===== src/rtl/mem_bus_if_pkg.sv =====
// Shared definitions for the memory-stage bus interface.
//   - be_op size encodings (BE_WORD / BE_BYTE / BE_HALF; 2'd3 is handled as word)
//   - FSM state encodings (IDLE / REQ / DONE)
//   - store-side helpers: byte-enable generation and lane replication
package mem_bus_if_pkg;

    localparam logic [1:0] BE_WORD = 2'd0;
    localparam logic [1:0] BE_BYTE = 2'd1;
    localparam logic [1:0] BE_HALF = 2'd2;

    typedef enum logic [1:0] {
        IDLE = 2'd0,
        REQ  = 2'd1,
        DONE = 2'd2
    } state_t;

    // Byte enables for a store of the given size at byte offset a.
    function automatic logic [3:0] store_be(input logic [1:0] be_op, input logic [1:0] a);
        case (be_op)
            BE_BYTE: store_be = 4'b0001 << a;
            BE_HALF: store_be = a[1] ? 4'b1100 : 4'b0011;
            default: store_be = 4'b1111;
        endcase
    endfunction

    // Replicate right-justified store data across every lane it may land in.
    function automatic logic [31:0] store_lanes(input logic [1:0] be_op, input logic [31:0] wd);
        case (be_op)
            BE_BYTE: store_lanes = {4{wd[7:0]}};
            BE_HALF: store_lanes = {2{wd[15:0]}};
            default: store_lanes = wd;
        endcase
    endfunction

endpackage


===== src/rtl/mem_bus_if_if.sv =====
// Data-memory bus bundle: request/ack handshake plus address, enables and data.
//   master: drives bus_req, bus_we, bus_addr, bus_be, bus_wdata; samples bus_ack, bus_rdata
//   slave : the memory side of the same signals
interface mem_bus_if_if;

    logic        bus_req;
    logic        bus_we;
    logic [31:0] bus_addr;
    logic [3:0]  bus_be;
    logic [31:0] bus_wdata;
    logic        bus_ack;
    logic [31:0] bus_rdata;

    modport master (
        output bus_req, bus_we, bus_addr, bus_be, bus_wdata,
        input  bus_ack, bus_rdata
    );

    modport slave (
        input  bus_req, bus_we, bus_addr, bus_be, bus_wdata,
        output bus_ack, bus_rdata
    );

endinterface


===== src/rtl/mem_bus_if_load_ext.sv =====
// Load lane select and extension (purely combinational, reusable in the W stage).
//   rdata         : full memory word
//   lane          : byte offset of the access
//   be_op         : access size (byte / half / word, 3 treated as word)
//   load_unsigned : 1 = zero-extend, 0 = sign-extend
//   result        : right-justified, extended load value
module mem_bus_if_load_ext
    import mem_bus_if_pkg::*;
(
    input  logic [31:0] rdata,
    input  logic [1:0]  lane,
    input  logic [1:0]  be_op,
    input  logic        load_unsigned,
    output logic [31:0] result
);

    logic signed [7:0]  byte_s;
    logic signed [15:0] half_s;

    always_comb begin
        byte_s = rdata[{lane, 3'b000} +: 8];
        half_s = lane[1] ? rdata[31:16] : rdata[15:0];
        case (be_op)
            BE_BYTE: result = load_unsigned ? {24'd0, byte_s} : 32'(byte_s);
            BE_HALF: result = load_unsigned ? {16'd0, half_s} : 32'(half_s);
            default: result = rdata;
        endcase
    end

endmodule


===== src/rtl/mem_bus_if.sv =====
// Memory-stage bus interface.
// Turns the M-stage load/store request into a req/ack transaction on the data
// memory bus, holds the pipeline in stall until the access completes, and
// returns the aligned/extended load result for the W stage.
//   clk, rst_n          : clock, asynchronous active-low reset
//   mem_write, mem_read : store / load request (write wins if both set)
//   be_op, load_unsigned: access size and load extension
//   addr, wdata         : byte address and right-justified store data
//   bus                 : memory bus (master side)
//   stall               : pipeline freeze
//   load_data/load_valid: load result and its one-cycle strobe
//   align_exc           : misaligned request seen in IDLE (combinational)
//   bus_err             : one-cycle pulse when an access times out
module mem_bus_if
    import mem_bus_if_pkg::*;
#(
    parameter int TIMEOUT = 255,
    parameter int TO_W    = 8
) (
    input  logic         clk,
    input  logic         rst_n,
    input  logic         mem_write,
    input  logic         mem_read,
    input  logic [1:0]   be_op,
    input  logic         load_unsigned,
    input  logic [31:0]  addr,
    input  logic [31:0]  wdata,
    mem_bus_if_if.master bus,
    output logic         stall,
    output logic [31:0]  load_data,
    output logic         load_valid,
    output logic         align_exc,
    output logic         bus_err
);

    state_t          state_q, state_d;
    logic            is_word, is_half, misaligned, req_any, access;
    logic            accept, ack_hit, tmo;
    logic [TO_W-1:0] to_cnt;

    logic            req_p1, we_p1;
    logic [31:0]     addr_p1, wdata_p1;
    logic [3:0]      be_p1;
    logic [1:0]      lane_p1, be_op_p1;
    logic            unsigned_p1;
    logic [31:0]     ext_data;

    // ---- M stage: request decode (combinational) ----
    assign is_word    = (be_op == BE_WORD) || (be_op == 2'd3);
    assign is_half    = (be_op == BE_HALF);
    assign misaligned = (is_word && (addr[1:0] != 2'b00)) || (is_half && addr[0]);
    assign req_any    = mem_write | mem_read;
    assign access     = req_any & ~misaligned;

    always_ff @(posedge clk or negedge rst_n) begin
        if (!rst_n) state_q <= IDLE;
        else        state_q <= state_d;
    end

    always_comb begin
        state_d   = state_q;
        stall     = 1'b0;
        align_exc = 1'b0;
        accept    = 1'b0;
        ack_hit   = 1'b0;
        tmo       = 1'b0;
        case (state_q)
            IDLE: begin
                stall     = access;
                align_exc = req_any & misaligned;
                if (access) begin
                    accept  = 1'b1;
                    state_d = REQ;
                end
            end
            REQ: begin
                stall = 1'b1;
                if (bus.bus_ack) begin
                    ack_hit = 1'b1;
                    state_d = DONE;
                end else if (to_cnt == TO_W'(TIMEOUT - 1)) begin
                    tmo     = 1'b1;
                    state_d = DONE;
                end
            end
            DONE:    state_d = IDLE;
            default: state_d = IDLE;
        endcase
    end

    // ---- bus stage: latched request, held stable for the whole of REQ ----
    // bus_we doubles as the "this was a store" flag when deciding load_valid.
    always_ff @(posedge clk or negedge rst_n) begin
        if (!rst_n) begin
            req_p1      <= 1'b0;
            we_p1       <= 1'b0;
            addr_p1     <= '0;
            be_p1       <= '0;
            wdata_p1    <= '0;
            lane_p1     <= '0;
            be_op_p1    <= '0;
            unsigned_p1 <= 1'b0;
            to_cnt      <= '0;
            load_data   <= '0;
            load_valid  <= 1'b0;
            bus_err     <= 1'b0;
        end else begin
            load_valid <= 1'b0;
            bus_err    <= 1'b0;
            if (accept) begin
                req_p1      <= 1'b1;
                we_p1       <= mem_write;
                addr_p1     <= {addr[31:2], 2'b00};
                be_p1       <= mem_write ? store_be(be_op, addr[1:0]) : 4'b1111;
                wdata_p1    <= store_lanes(be_op, wdata);
                lane_p1     <= addr[1:0];
                be_op_p1    <= be_op;
                unsigned_p1 <= load_unsigned;
                to_cnt      <= '0;
            end else if (ack_hit) begin
                req_p1     <= 1'b0;
                load_data  <= ext_data;
                load_valid <= ~we_p1;
            end else if (tmo) begin
                req_p1     <= 1'b0;
                load_data  <= '0;
                load_valid <= ~we_p1;
                bus_err    <= 1'b1;
            end else if (state_q == REQ) begin
                to_cnt <= to_cnt + 1'b1;
            end
        end
    end

    assign bus.bus_req   = req_p1;
    assign bus.bus_we    = we_p1;
    assign bus.bus_addr  = addr_p1;
    assign bus.bus_be    = be_p1;
    assign bus.bus_wdata = wdata_p1;

    // ---- W-side: lane select / extend on the returning word ----
    mem_bus_if_load_ext u_load_ext (
        .rdata         (bus.bus_rdata),
        .lane          (lane_p1),
        .be_op         (be_op_p1),
        .load_unsigned (unsigned_p1),
        .result        (ext_data)
    );

endmodule


===== src/flat_wrapper.sv =====
// flat-port wrapper written by rule: the top's interface ports become plain ports
module mem_bus_if_flat import mem_bus_if_pkg::*;
#(
    parameter int TIMEOUT = 255,
    parameter int TO_W    = 8
)
  (clk, rst_n, mem_write, mem_read, be_op, load_unsigned, addr, wdata, stall, load_data, load_valid, align_exc, bus_err, bus_bus_req, bus_bus_we, bus_bus_addr, bus_bus_be, bus_bus_wdata, bus_bus_ack, bus_bus_rdata);
  mem_bus_if_if bus_i ();
  input  logic clk;
  input  logic rst_n;
  input  logic mem_write;
  input  logic mem_read;
  input  logic [1:0] be_op;
  input  logic load_unsigned;
  input  logic [31:0] addr;
  input  logic [31:0] wdata;
  output logic stall;
  output logic [31:0] load_data;
  output logic load_valid;
  output logic align_exc;
  output logic bus_err;
  output wire logic [$bits(bus_i.bus_req)-1:0] bus_bus_req;
  output wire logic [$bits(bus_i.bus_we)-1:0] bus_bus_we;
  output wire logic [$bits(bus_i.bus_addr)-1:0] bus_bus_addr;
  output wire logic [$bits(bus_i.bus_be)-1:0] bus_bus_be;
  output wire logic [$bits(bus_i.bus_wdata)-1:0] bus_bus_wdata;
  input wire logic [$bits(bus_i.bus_ack)-1:0] bus_bus_ack;
  input wire logic [$bits(bus_i.bus_rdata)-1:0] bus_bus_rdata;
  assign bus_bus_req = bus_i.bus_req;
  assign bus_bus_we = bus_i.bus_we;
  assign bus_bus_addr = bus_i.bus_addr;
  assign bus_bus_be = bus_i.bus_be;
  assign bus_bus_wdata = bus_i.bus_wdata;
  assign bus_i.bus_ack = bus_bus_ack;
  assign bus_i.bus_rdata = bus_bus_rdata;
  mem_bus_if #(.TIMEOUT(TIMEOUT), .TO_W(TO_W)) u_core (.clk(clk), .rst_n(rst_n), .mem_write(mem_write), .mem_read(mem_read), .be_op(be_op), .load_unsigned(load_unsigned), .addr(addr), .wdata(wdata), .bus(bus_i), .stall(stall), .load_data(load_data), .load_valid(load_valid), .align_exc(align_exc), .bus_err(bus_err));
endmodule

===== config.mk =====
export PLATFORM = sky130hd
export DESIGN_NAME = mem_bus_if_flat
export DESIGN_NICKNAME = d
export VERILOG_FILES = /design/src/rtl/mem_bus_if_pkg.sv /design/src/rtl/mem_bus_if_if.sv /design/src/rtl/mem_bus_if_load_ext.sv /design/src/rtl/mem_bus_if.sv /design/src/flat_wrapper.sv
export SDC_FILE = /design/constraint.sdc
export NUM_CORES = 1
export LEC_CHECK = 0
export ABC_CLOCK_PERIOD_IN_PS = 3800
export BUFFER_PORTS_ARGS = -buffer_cell sky130_fd_sc_hd__buf_2
export CAP_MARGIN = 20
export CORE_MARGIN = 1
export CORE_UTILIZATION = 55
export CTS_BUF_LIST = sky130_fd_sc_hd__clkbuf_4 sky130_fd_sc_hd__clkbuf_8
export CTS_CLUSTER_SIZE = 28
export DETAILED_ROUTE_END_ITERATION = 7
export GPL_TIMING_DRIVEN = 0
export MAX_ROUTING_LAYER = met4
export PLACE_DENSITY = 0.95
export SLEW_MARGIN = 20
export SYNTH_ARGS = -nofsm -noshare
export SYNTH_HDL_FRONTEND = slang
export SYNTH_HIERARCHICAL = 1
export SYNTH_SLANG_ARGS = --single-unit

===== constraint.sdc =====
create_clock -name clk -period 3.8 [get_ports clk]
set_input_delay 0.57 -clock clk [delete_from_list [all_inputs] [get_ports clk]]
set_output_delay 0.57 -clock clk [all_outputs]
set_load 0.05 [all_outputs]

After elaboration in Yosys (flattened, before gate mapping) --
Index checks and enable logic that the tools add are counted.
Storage, ports and cells: register bits 117, bits of input ports 104
Cells by class: add/sub/neg operators 1, equality and inequality tests 11, shift-type cells 2, mux-type cells 36, bitwise operators 6, reductions and logical operators 13
Operator list (number):
- $mux W32 | 4
- $pmux W32 S2 | 2
- $mux W8 | 4
- $shiftx A32 B6 Y8 | 1
- $mux W1 | 17
- $mux W16 | 1
- $add A8 B1 Y8 const B | 1
- $eq A8 B8 Y1 const B | 1
- $mux W4 | 2
- $pmux W4 S2 | 1
- $eq A2 B1 Y1 const B | 3
- $eq A2 B2 Y1 const B | 3
- $mux W2 | 3
- $ne A2 B1 Y1 const B | 3
- $reduce_bool A2 Y1 | 3
- $logic_not A2 Y1 | 2
- $pmux W2 S2 | 1
- $reduce_and A2 Y1 | 2
- $shl A1 B2 Y4 const A | 1
- $ne A3 B2 Y1 const B | 1
- $not A1 Y1 | 3
- $reduce_and A3 Y1 | 1
- $reduce_bool A3 Y1 | 1
- $and A1 B1 Y1 | 2
- 4 further kinds | 6

Longest topological paths before layout --
Gate-level depths: netlist (run 1).
word-level depth 10, gate-level depth with buffers 9, mapped depth without buffers 7

Cells and area by module --
The synthesis (run 1) kept the hierarchy.
Modules (own cells, without submodules):
- mem_bus_if | times used 1, cells an instance 379, area an instance 4824.6 sq um, seq. area each 2927.8 sq um
- mem_bus_if_load_ext | times used 1, cells an instance 110, area an instance 698.2 sq um, seq. area each 0.0 sq um

Worst setup path before layout (run 1) --
No wires, ideal clock.
path kind input-to-output, start point in be_op[0], end point out stall, arrival 2158 ps, path slack 1072 ps, stages on the path 8, path buffers 3, cells stage by stage inv_1 ha_1 buf_2 o21ai_2 o2111ai_1 buf_2 buf_2 o21ai_0
On the way: word-level cells in the longest chain between the ends 7, elaborated cells between the ends (all ways) 10
Ends and longest elaborated chain:
- start: declaration | line flat_wrapper.sv:13 | input logic [1:0] be_op;
- $eq A2 B2 Y1 or $logic_not A2 Y1 (tied branches) | line mem_bus_if.sv:49 | assign is_word = (be_op == BE_WORD) || (be_op == 2'd3);
- $logic_or A1 B1 Y1 | line mem_bus_if.sv:49
- $logic_and A1 B1 Y1 | line mem_bus_if.sv:51 | assign misaligned = (is_word && (addr[1:0] != 2'b00)) || (is_half && addr[0]);
- $logic_or A1 B1 Y1 (*) | line mem_bus_if.sv:51
- $not A1 Y1 (*) | line mem_bus_if.sv:53 | assign access = req_any & ~misaligned;
- $and A1 B1 Y1 (*) | line mem_bus_if.sv:53
- $pmux W1 S2 (*) | line mem_bus_if.sv:67 | case (state_q)
- end: declaration | line flat_wrapper.sv:17 | output logic stall;
Mark *: on every way between the ends. The rest lies on a longest branch, timed or not.

Worst setup path after layout (run 1) --
Same ends and word-level chain as after synthesis.

==> results.json, run 1 <==
{
  "outcome": "finished, final reports clean",
  "die_area_um2": 10400,
  "clock_sinks": 117,
  "drc": 0,
  "hold_path_class": "primary input to async pin",
  "clk_latency_ns": 0.41,
  "yosys-top-cells-area": "dfrtp_1 (53%), mux2_2 (8.2%), a22o_1 (5.1%)",
  "synthCells": 489,
  "syn_to_final_growth_pct": 30.0,
  "grt_pass1_wl_mm": 25.0,
  "met2_usage": 0.543,
  "grt_usage": 0.327,
  "crit_required_ns": 3.23,
  "crit_fanout": 10,
  "use_met1": 0.372,
  "synth_most_common_cell": "dfrtp_1",
  "yosys_warnings": 6,
  "ant_nets": 0,
  "synth-seq-cells": 117,
  "max-slew-margin-rel": 0.604,
  "async_flop_share": 1.00,
  "nets": 827,
  "seq_area_frac_synth": 0.530,
  "post-dp-hpwl_mm": 12.0,
  "routed_wirelength_mm": 16.2,
  "ys_types": 42,
  "drive_gt1_frac": 0.444,
  "met3_usage": 0.0787,
  "htreeDepth": 4,
  "crit_path_end_kind": "output port",
  "io_pins": 210,
  "vias_per_cell": 5.95,
  "syn_area_um2": 5520,
  "max_freq_mhz": 325,
  "rsz0062_at_grt": "false",
  "finalNonFillerCells": 863,
  "clk_pin_slew_ns": 0.07,
  "fin_skew_ns": 0.0124,
  "antenna_cells": 0,
  "antenna_found_initial": 0,
  "p_leak_nw": 3.63,
  "grt_pass1_vias": 5018,
  "synth_edf_count": 0,
  "gp_congestion": 0.949,
  "path_class": "primary input to output port",
  "hold_viol_final": 0,
  "grt_overflow": 0,
  "chipWidth_um": 102,
  "clockBufferDepth": 2,
  "hold_ws_ns": 0.0329,
  "r2r_slack_ns": 1.73,
  "cts_root_buf": "clkbuf_8",
  "worst_slew_pin_slew_ns": 0.592,
  "cts_setup_buffers": 0,
  "grt_max_degree": 86,
  "synth_top_area_frac": 0.530,
  "setup_viol": 0,
  "min_period_ns": 3.08,
  "cts_buffers": 17,
  "synthTopCellsByCount": "dfrtp_1 (117), nand2_1 (63), mux2_2 (40)",
  "start_util": 0.565,
  "wl_per_cell_um": 18.8,
  "num_rows": 36,
  "die_h_um": 102,
  "core_area_um2": 9770,
  "cts_tree": "done",
  "hold_buffers": 0,
  "startpoint_type": "primary input",
  "cp.arrival_ns": 2.51,
  "ys.flop_type": "dfrtp_1",
  "maxSlewViolCount": 0,
  "ir_drop_mv": 0.857,
  "synth_top_cell_by_area": "dfrtp_1",
  "avgSynthCellArea_um2": 11.3,
  "ctsResizeCount": 0,
  "dp_cells": 831,
  "top_usage_layer": "met2",
  "drt-initial-drc-count": 296,
  "fill_cells": 702,
  "drt_first_pass_iters": 5,
  "num_vias": 5135,
  "powerDensity_nw_per_um2": 1070,
  "final.period_utilization": 0.810,
  "place.port_buffers": 207,
  "fin_tns_setup_ns": 0,
  "cap_violations": 0
}
state kept, by name (all words and copies together) (netlist names):
| register | cells |
|---|---|
| u_core/unsigned_p1 | 1 |
| u_core/load_data | 32 |
| u_core/bus.bus_addr | 30 |
| u_core/bus.bus_wdata | 32 |
| u_core/bus_err | 1 |
| u_core/load_valid | 1 |
| u_core/state_q | 2 |
| u_core/bus.bus_be | 4 |
| u_core/lane_p1 | 2 |
| u_core/bus.bus_we | 1 |
| u_core/bus.bus_req | 1 |
| u_core/to_cnt | 8 |
| u_core/be_op_p1 | 2 |
power breakdown:
| part | total (mW) | switching (mW) | internal [mW] |
|---|---|---|---|
| logic | 4.35 | 3.11 | 1.24 |
| registers | 2.16 | 0.351 | 1.81 |
| clock network | 1.18 | 0.530 | 0.653 |
| total | 7.69 | 3.99 | 3.70 |
critical path: stages:
cell       delay, ns
buf_2           0.09
inv_1           0.04
ha_1            0.26
buf_2           0.19
o21ai_2         0.09
o2111ai_1       0.21
buf_2           0.33
buf_2           0.28
o21ai_0         0.19
buf_2           0.26
final cells by class:
| class | instances | area [um2] | area share |
|---|---|---|---|
| Sequential cell | 117 | 2930 | 0.408 |
| Tap cell | 133 | 166 | 0.0232 |
| Timing Repair Buffer | 208 | 1070 | 0.149 |
| Clock inverter | 15 | 181 | 0.0253 |
| Inverter | 10 | 37.5 | 0.00523 |
| Multi-Input combinational cell | 324 | 2350 | 0.327 |
| Buffer | 39 | 214 | 0.0298 |
| Clock buffer | 17 | 234 | 0.0326 |
metrics by stage:
step / instance area (um2) / setup WS, ns / utilization / total power, mW
final: 7180 / 0.720 / 0.734 / 7.69
after global routing: 7180 / 0.544 / 0.734 / 8.05
after CTS: 7180 / 0.718 / 0.734 / 7.67
after detailed placement: 6760 / 0.724 / 0.692 / 6.46
after global placement: 6730 / 0.709 / 0.688 / 6.30
after floorplan: 5530 / 1.07 / - / 5.38
worst paths after layout:
path	start	end	cells after the start
max in group asynchronous	rst_n	u_core/bus.bus_addr[10]$_DFFE_PN0P_	2
worst max register to register	u_core/be_op_p1[0]$_DFFE_PN0P_	u_core/load_data[6]$_DFFE_PN0P_	9
worst max-delay path	be_op[0]	stall	10
worst min register to register	u_core/bus.bus_wdata[24]$_DFFE_PN0P_	u_core/bus.bus_wdata[24]$_DFFE_PN0P_	2
min in group clk	addr[29]	u_core/bus.bus_addr[29]$_DFFE_PN0P_	2
worst min-delay path	rst_n	u_core/load_data[28]$_DFFE_PN0P_	1
cell usage in the layout, fill, tap and decap left out, types with 5 or more instances in the layout:
cell	synthesis	routed
a21oi_1	20	20
o21ai_0	23	23
dfrtp_1	117	117
clkbuf_1	11	11
nand2_1	63	63
o31ai_1	17	17
buf_2	21	227
ha_1	6	6
o2bb2ai_1	8	8
clkinv_4	0	5
inv_1	10	10
a22oi_1	8	8
nand3_1	9	9
mux2_2	40	40
buf_6	4	5
nor2b_1	28	28
a221oi_1	8	8
o211ai_1	5	5
a22o_1	32	32
clkbuf_8	0	17
mux2_4	11	11
nor2_1	6	6
a32oi_1	8	8
per-layer routing:
metal  vias up  share of wire
li1       2237              -
met1      2474           0.36
met2       357           0.50
met3        67          0.097
met4         0          0.042
met5         -              0
cell families after synthesis:
kind of cell / count (synthesis) / synth area share
other: 1 / 0.000679
adders and majority gates: 6 / 0.0136
muxes: 54 / 0.117
DFF: 117 / 0.530
AOI/OAI and AO/OA: 140 / 0.186
and+or+nand+nor: 122 / 0.106
buffers and inverters: 49 / 0.0455
No activity file was read; power rests on OpenSTA's default activity.
==> run 2: changes to the inputs <==
--- a/config.mk
+++ b/config.mk
@@ -5,17 +5,17 @@
 export SDC_FILE = /design/constraint.sdc
 export NUM_CORES = 1
 export LEC_CHECK = 0
-export ABC_CLOCK_PERIOD_IN_PS = 3800
+export ABC_CLOCK_PERIOD_IN_PS = 2800
 export BUFFER_PORTS_ARGS = -buffer_cell sky130_fd_sc_hd__buf_2
 export CAP_MARGIN = 20
 export CORE_MARGIN = 1
-export CORE_UTILIZATION = 55
+export CORE_UTILIZATION = 46
 export CTS_BUF_LIST = sky130_fd_sc_hd__clkbuf_4 sky130_fd_sc_hd__clkbuf_8
 export CTS_CLUSTER_SIZE = 28
 export DETAILED_ROUTE_END_ITERATION = 7
 export GPL_TIMING_DRIVEN = 0
 export MAX_ROUTING_LAYER = met4
-export PLACE_DENSITY = 0.95
+export PLACE_DENSITY = 0.88
 export SLEW_MARGIN = 20
 export SYNTH_ARGS = -nofsm -noshare
 export SYNTH_HDL_FRONTEND = slang
==> constraint.sdc (replaced) <==
create_clock -name clk -period 2.8 [get_ports clk]
set_input_delay 0.42 -clock clk [delete_from_list [all_inputs] [get_ports clk]]
set_output_delay 0.42 -clock clk [all_outputs]
set_load 0.05 [all_outputs]
==> results.json, run 2 (synthesis results as in run 1) <==
{
  "outcome": "finished, violations left",
  "violations": "DRC",
  "grt_pass1_vias": 4878,
  "die_h_um": 112,
  "cts_root_buf": "clkbuf_8",
  "clockBufferDepth": 2,
  "grt_overflow": 0,
  "num_vias": 4991,
  "max-slew-margin-rel": 0.600,
  "fin_skew_ns": 0.00875,
  "hp-start": "addr[21]",
  "antenna_found_initial": 0,
  "post-dp-hpwl_mm": 11.8,
  "cap_violations": 0,
  "layout_common_cells": "buf_2 (226), dfrtp_1 (117), nand2_1 (63), mux2_2 (40), a22o_1 (32)",
  "clk_pin_slew_ns": 0.07,
  "drt-initial-drc-count": 448,
  "wl_per_cell_um": 18.0,
  "worst_slew_pin_slew_ns": 0.598,
  "vias_per_cell": 5.71,
  "grt_pass1_wl_mm": 24.6,
  "num_rows": 39,
  "p_leak_nw": 3.63,
  "startpoint_type": "flip-flop",
  "gp_congestion": 0.915,
  "die_area_um2": 12400,
  "rsz0062_at_grt": "false",
  "startpoint": "u_core/state_q[1]$_DFFE_PN0P_",
  "place.port_buffers": 207,
  "drive_gt1_frac": 0.445,
  "final_common_cell": "buf_2",
  "crit_path_end_kind": "output port",
  "crit_required_ns": 2.38,
  "cts_buffers": 17,
  "clock_sinks": 117,
  "r2r_cells": 9,
  "htreeDepth": 4,
  "maxSlewViolCount": 0,
  "worstPathCellList": "nor2_1 -> o2111ai_2 -> buf_4 -> buf_2 -> o21ai_0 -> buf_2",
  "routed_wirelength_mm": 15.7,
  "cp_slowest_cell": "dfrtp_1",
  "cts_setup_buffers": 0,
  "power_mw": 10.3,
  "drt_first_pass_iters": 7,
  "nets": 828,
  "io_pins": 210,
  "ant_nets": 0,
  "powerDensity_nw_per_um2": 1430,
  "grt_usage": 0.267,
  "antenna_cells": 0,
  "cp.arrival_ns": 2.23,
  "cts_tree": "done",
  "path_common_cell": "buf_2",
  "holdPathStages": 2,
  "start_util": 0.478,
  "max_stage_delay_ns": 0.40,
  "ir_drop_mv": 0.730,
  "path_class": "flip-flop to output port",
  "drc": 14,
  "min_period_ns": 2.65,
  "fin_tns_setup_ns": 0,
  "chipWidth_um": 112,
  "syn_to_final_growth_pct": 30.1,
  "core_area_um2": 11600,
  "r2r_slack_ns": 0.70,
  "clk_latency_ns": 0.45,
  "hold_viol_final": 0,
  "setup_viol": 0,
  "max_freq_mhz": 377,
  "crit_fanout": 10,
  "hold_path_class": "primary input to flip-flop",
  "reg2reg_from": "u_core/be_op_p1[0]$_DFFE_PN0P_",
  "r2r_end": "u_core/load_data[3]$_DFFE_PN0P_",
  "grt_max_degree": 60,
  "holdPathEnd": "u_core/bus.bus_addr[21]$_DFFE_PN0P_",
  "final.period_utilization": 0.947
}
## run 2: changes by cell type in the layout (fill, tap and decap cells not counted)
cell,delta
clkbuf_8,+5
clkinv_4,-5
bufinv_16,-2
clkbuf_4,+2
inv_6,-2
buf_2,-1
buf_4,+1
clkinv_2,+1
clkinvlp_4,+1
dlygate4sd3_1,+1
o2111ai_1,-1
o2111ai_2,+1
## run 2: layout make-up
class	count	area (um2)
Inverter	10	37.5
Tap cell	143	179
Fill cell	939	4380
Clock buffer	24	318
Multi-Input combinational cell	324	2350
Sequential cell	117	2930
Buffer	39	216
Timing Repair Buffer	209	1080
Clock inverter	8	72.6
## run 2: worst max path at each step
stage / end
2_1_floorplan: stall
3_3_place_gp: u_core/bus.bus_addr[7]$_DFFE_PN0P_
3_5_place_dp: stall
4_1_cts: stall
5_1_grt: stall
6_report: stall
## run 2: worst max-delay path, delay by kind of cell, from the launching register on
family,cells,cell delay (ns)
buffers and inverters,3,0.76
DFF,1,0.40
AOI/OAI and AO/OA,2,0.36
and+or+nand+nor,1,0.24
## run 2: stage by stage
stage	utilization	setup WS [ns]	cell area, um2	std cells	hold WS (ns)
after floorplan	-	0.372	5530	490	0.124
after global placement	0.583	0.00944	6740	840	0.461
after detailed placement	0.586	0.00643	6780	841	0.426
after CTS	0.620	0.00254	7180	874	0.171
after global routing	0.621	0.0110	7180	874	0.174
final	0.621	0.148	7180	874	0.191
## run 2: power by group
part | switching, mW | leakage (nW) | internal, mW
logic | 4.19 | 1.99 | 1.69
clock network | 0.679 | 0.198 | 0.831
registers | 0.469 | 1.45 | 2.45
total | 5.33 | 3.63 | 4.97
## run 2: what timing repair did
action | CTS | global route
resized for setup | 0 | 3
setup endpoints to repair | 0 | 1
hold buffers | 1 | 0
hold endpoints to repair | 58 | 0
## run 2: layer usage
layer | share of wire | vias to the layer above | global-route usage
met5 | 0 | - | -
met4 | 0.030 | 0 | 0.128
met3 | 0.074 | 43 | 0.0653
met2 | 0.50 | 277 | 0.434
met1 | 0.39 | 2435 | 0.312
li1 | - | 2236 | -
==> run 3: changes to the inputs <==
--- a/config.mk
+++ b/config.mk
@@ -8,6 +8,7 @@
 export ABC_CLOCK_PERIOD_IN_PS = 2800
 export BUFFER_PORTS_ARGS = -buffer_cell sky130_fd_sc_hd__buf_2
 export CAP_MARGIN = 20
+export CORE_ASPECT_RATIO = 1.5
 export CORE_MARGIN = 1
 export CORE_UTILIZATION = 46
 export CTS_BUF_LIST = sky130_fd_sc_hd__clkbuf_4 sky130_fd_sc_hd__clkbuf_8
==> results.json, run 3 (synthesis results as in run 1) <==
{
  "outcome": "finished, final reports clean",
  "nets": 828,
  "ir_drop_mv": 1.01,
  "cp.arrival_ns": 2.22,
  "drt-initial-drc-count": 237,
  "io_pins": 210,
  "cp_slowest_cell": "buf_2",
  "core_area_um2": 11600,
  "routed_wirelength_mm": 15.8,
  "worst_slew_pin_slew_ns": 0.597,
  "post-dp-hpwl_mm": 12.0,
  "path_buf_inv": 6,
  "fin_skew_ns": 0.0136,
  "cpLargestDelayFamily": "buffers and inverters",
  "rsz0062_at_grt": "false",
  "ctsResizeCount": 0,
  "grt_usage": 0.271,
  "start_util": 0.476,
  "clockBufferDepth": 2,
  "num_vias": 4878,
  "cts_root_buf": "clkbuf_8",
  "die_h_um": 136,
  "grt_pass1_vias": 5054,
  "drc": 0,
  "hold_buffers": 1,
  "hold_viol_final": 0,
  "crit_path_end_kind": "output port",
  "utilization": 0.619,
  "power_mw": 10.3,
  "powerDensity_nw_per_um2": 1430,
  "wl_per_cell_um": 18.0,
  "grt_max_degree": 61,
  "crit_required_ns": 2.38,
  "fin_tns_setup_ns": 0,
  "min_period_ns": 2.64,
  "cts_buffers": 17,
  "die_area_um2": 12500,
  "clk_pin_slew_ns": 0.08,
  "antenna_found_initial": 0,
  "htreeDepth": 4,
  "grt_overflow": 0,
  "maxSlewViolCount": 0,
  "max-slew-margin-rel": 0.600,
  "gp_congestion": 0.919,
  "cts_tree": "done",
  "antenna_cells": 0,
  "final.period_utilization": 0.943,
  "clk_latency_ns": 0.43,
  "place.port_buffers": 207,
  "num_rows": 48,
  "vias_per_cell": 5.54,
  "path_class": "primary input to output port",
  "grt_pass1_wl_mm": 25.2,
  "cts_setup_buffers": 0,
  "startpoint_type": "primary input",
  "setup_viol": 0,
  "drt_first_pass_iters": 5,
  "cap_violations": 0,
  "clock_sinks": 117,
  "drive_gt1_frac": 0.443,
  "p_leak_nw": 3.62,
  "max_stage_delay_ns": 0.32,
  "ant_nets": 0,
  "layout_common_cells": "buf_2 (227), dfrtp_1 (117), nand2_1 (63), mux2_2 (40), a22o_1 (32)",
  "path_common_cell": "buf_2",
  "syn_to_final_growth_pct": 29.9,
  "hold_ws_ns": 0.217,
  "crit_fanout": 10,
  "hold_path_class": "primary input to flip-flop",
  "chipWidth_um": 91.5,
  "final_common_cell": "buf_2",
  "max_freq_mhz": 379,
  "worstPathCellList": "buf_2 -> inv_1 -> ha_1 -> buf_2 -> o21ai_2 -> o2111ai_1 -> buf_2 -> buf_2 -> o21ai_0 -> buf_2"
}
-- run 3: stage by stage --
step                      instances  setup WS (ns)  instance area [um2]
after floorplan                 490          0.372                 5530
after global placement          847         0.0364                 6750
after detailed placement        848          0.161                 6780
after CTS                       881          0.140                 7180
after global routing            881         0.0219                 7180
final                           881          0.159                 7180
-- run 3: layout make-up --
type / instances / area, um2
Clock inverter: 15 / 148
Inverter: 10 / 37.5
Timing Repair Buffer: 209 / 1080
Buffer: 39 / 214
Fill cell: 945 / 4420
Clock buffer: 17 / 234
Multi-Input combinational cell: 324 / 2350
Tap cell: 150 / 188
Sequential cell: 117 / 2930
-- run 3: metal layers --
metal  wire length (um)  track usage
met5                  0            -
met2               8250        0.461
met3               1070       0.0593
met1               5960        0.300
met4                542        0.133
-- run 3: path summary, 6_finish.rpt --
check | from | end | depth (start not counted) | slack (ns)
max reg2reg | u_core/be_op_p1[0]$_DFFE_PN0P_ | u_core/load_data[7]$_DFFE_PN0P_ | 9 | 0.74
min | addr[31] | u_core/bus.bus_addr[31]$_DFFE_PN0P_ | 2 | 0.22
max | be_op[0] | stall | 10 | 0.16
min in group asynchronous | rst_n | u_core/bus.bus_wdata[27]$_DFFE_PN0P_ | 2 | 0.52
max in group asynchronous | rst_n | u_core/bus.bus_addr[22]$_DFFE_PN0P_ | 3 | 1.60
min reg2reg | u_core/bus.bus_we$_DFFE_PN0P_ | u_core/load_valid$_DFF_PN0_ | 1 | 0.46
-- run 3: report_power, final --
part | total [mW] | internal [mW] | switching (mW)
Clock | 1.50 | 0.723 | 0.773
Combinational | 5.90 | 1.68 | 4.21
Sequential | 2.90 | 2.45 | 0.452
Total | 10.3 | 4.86 | 5.44
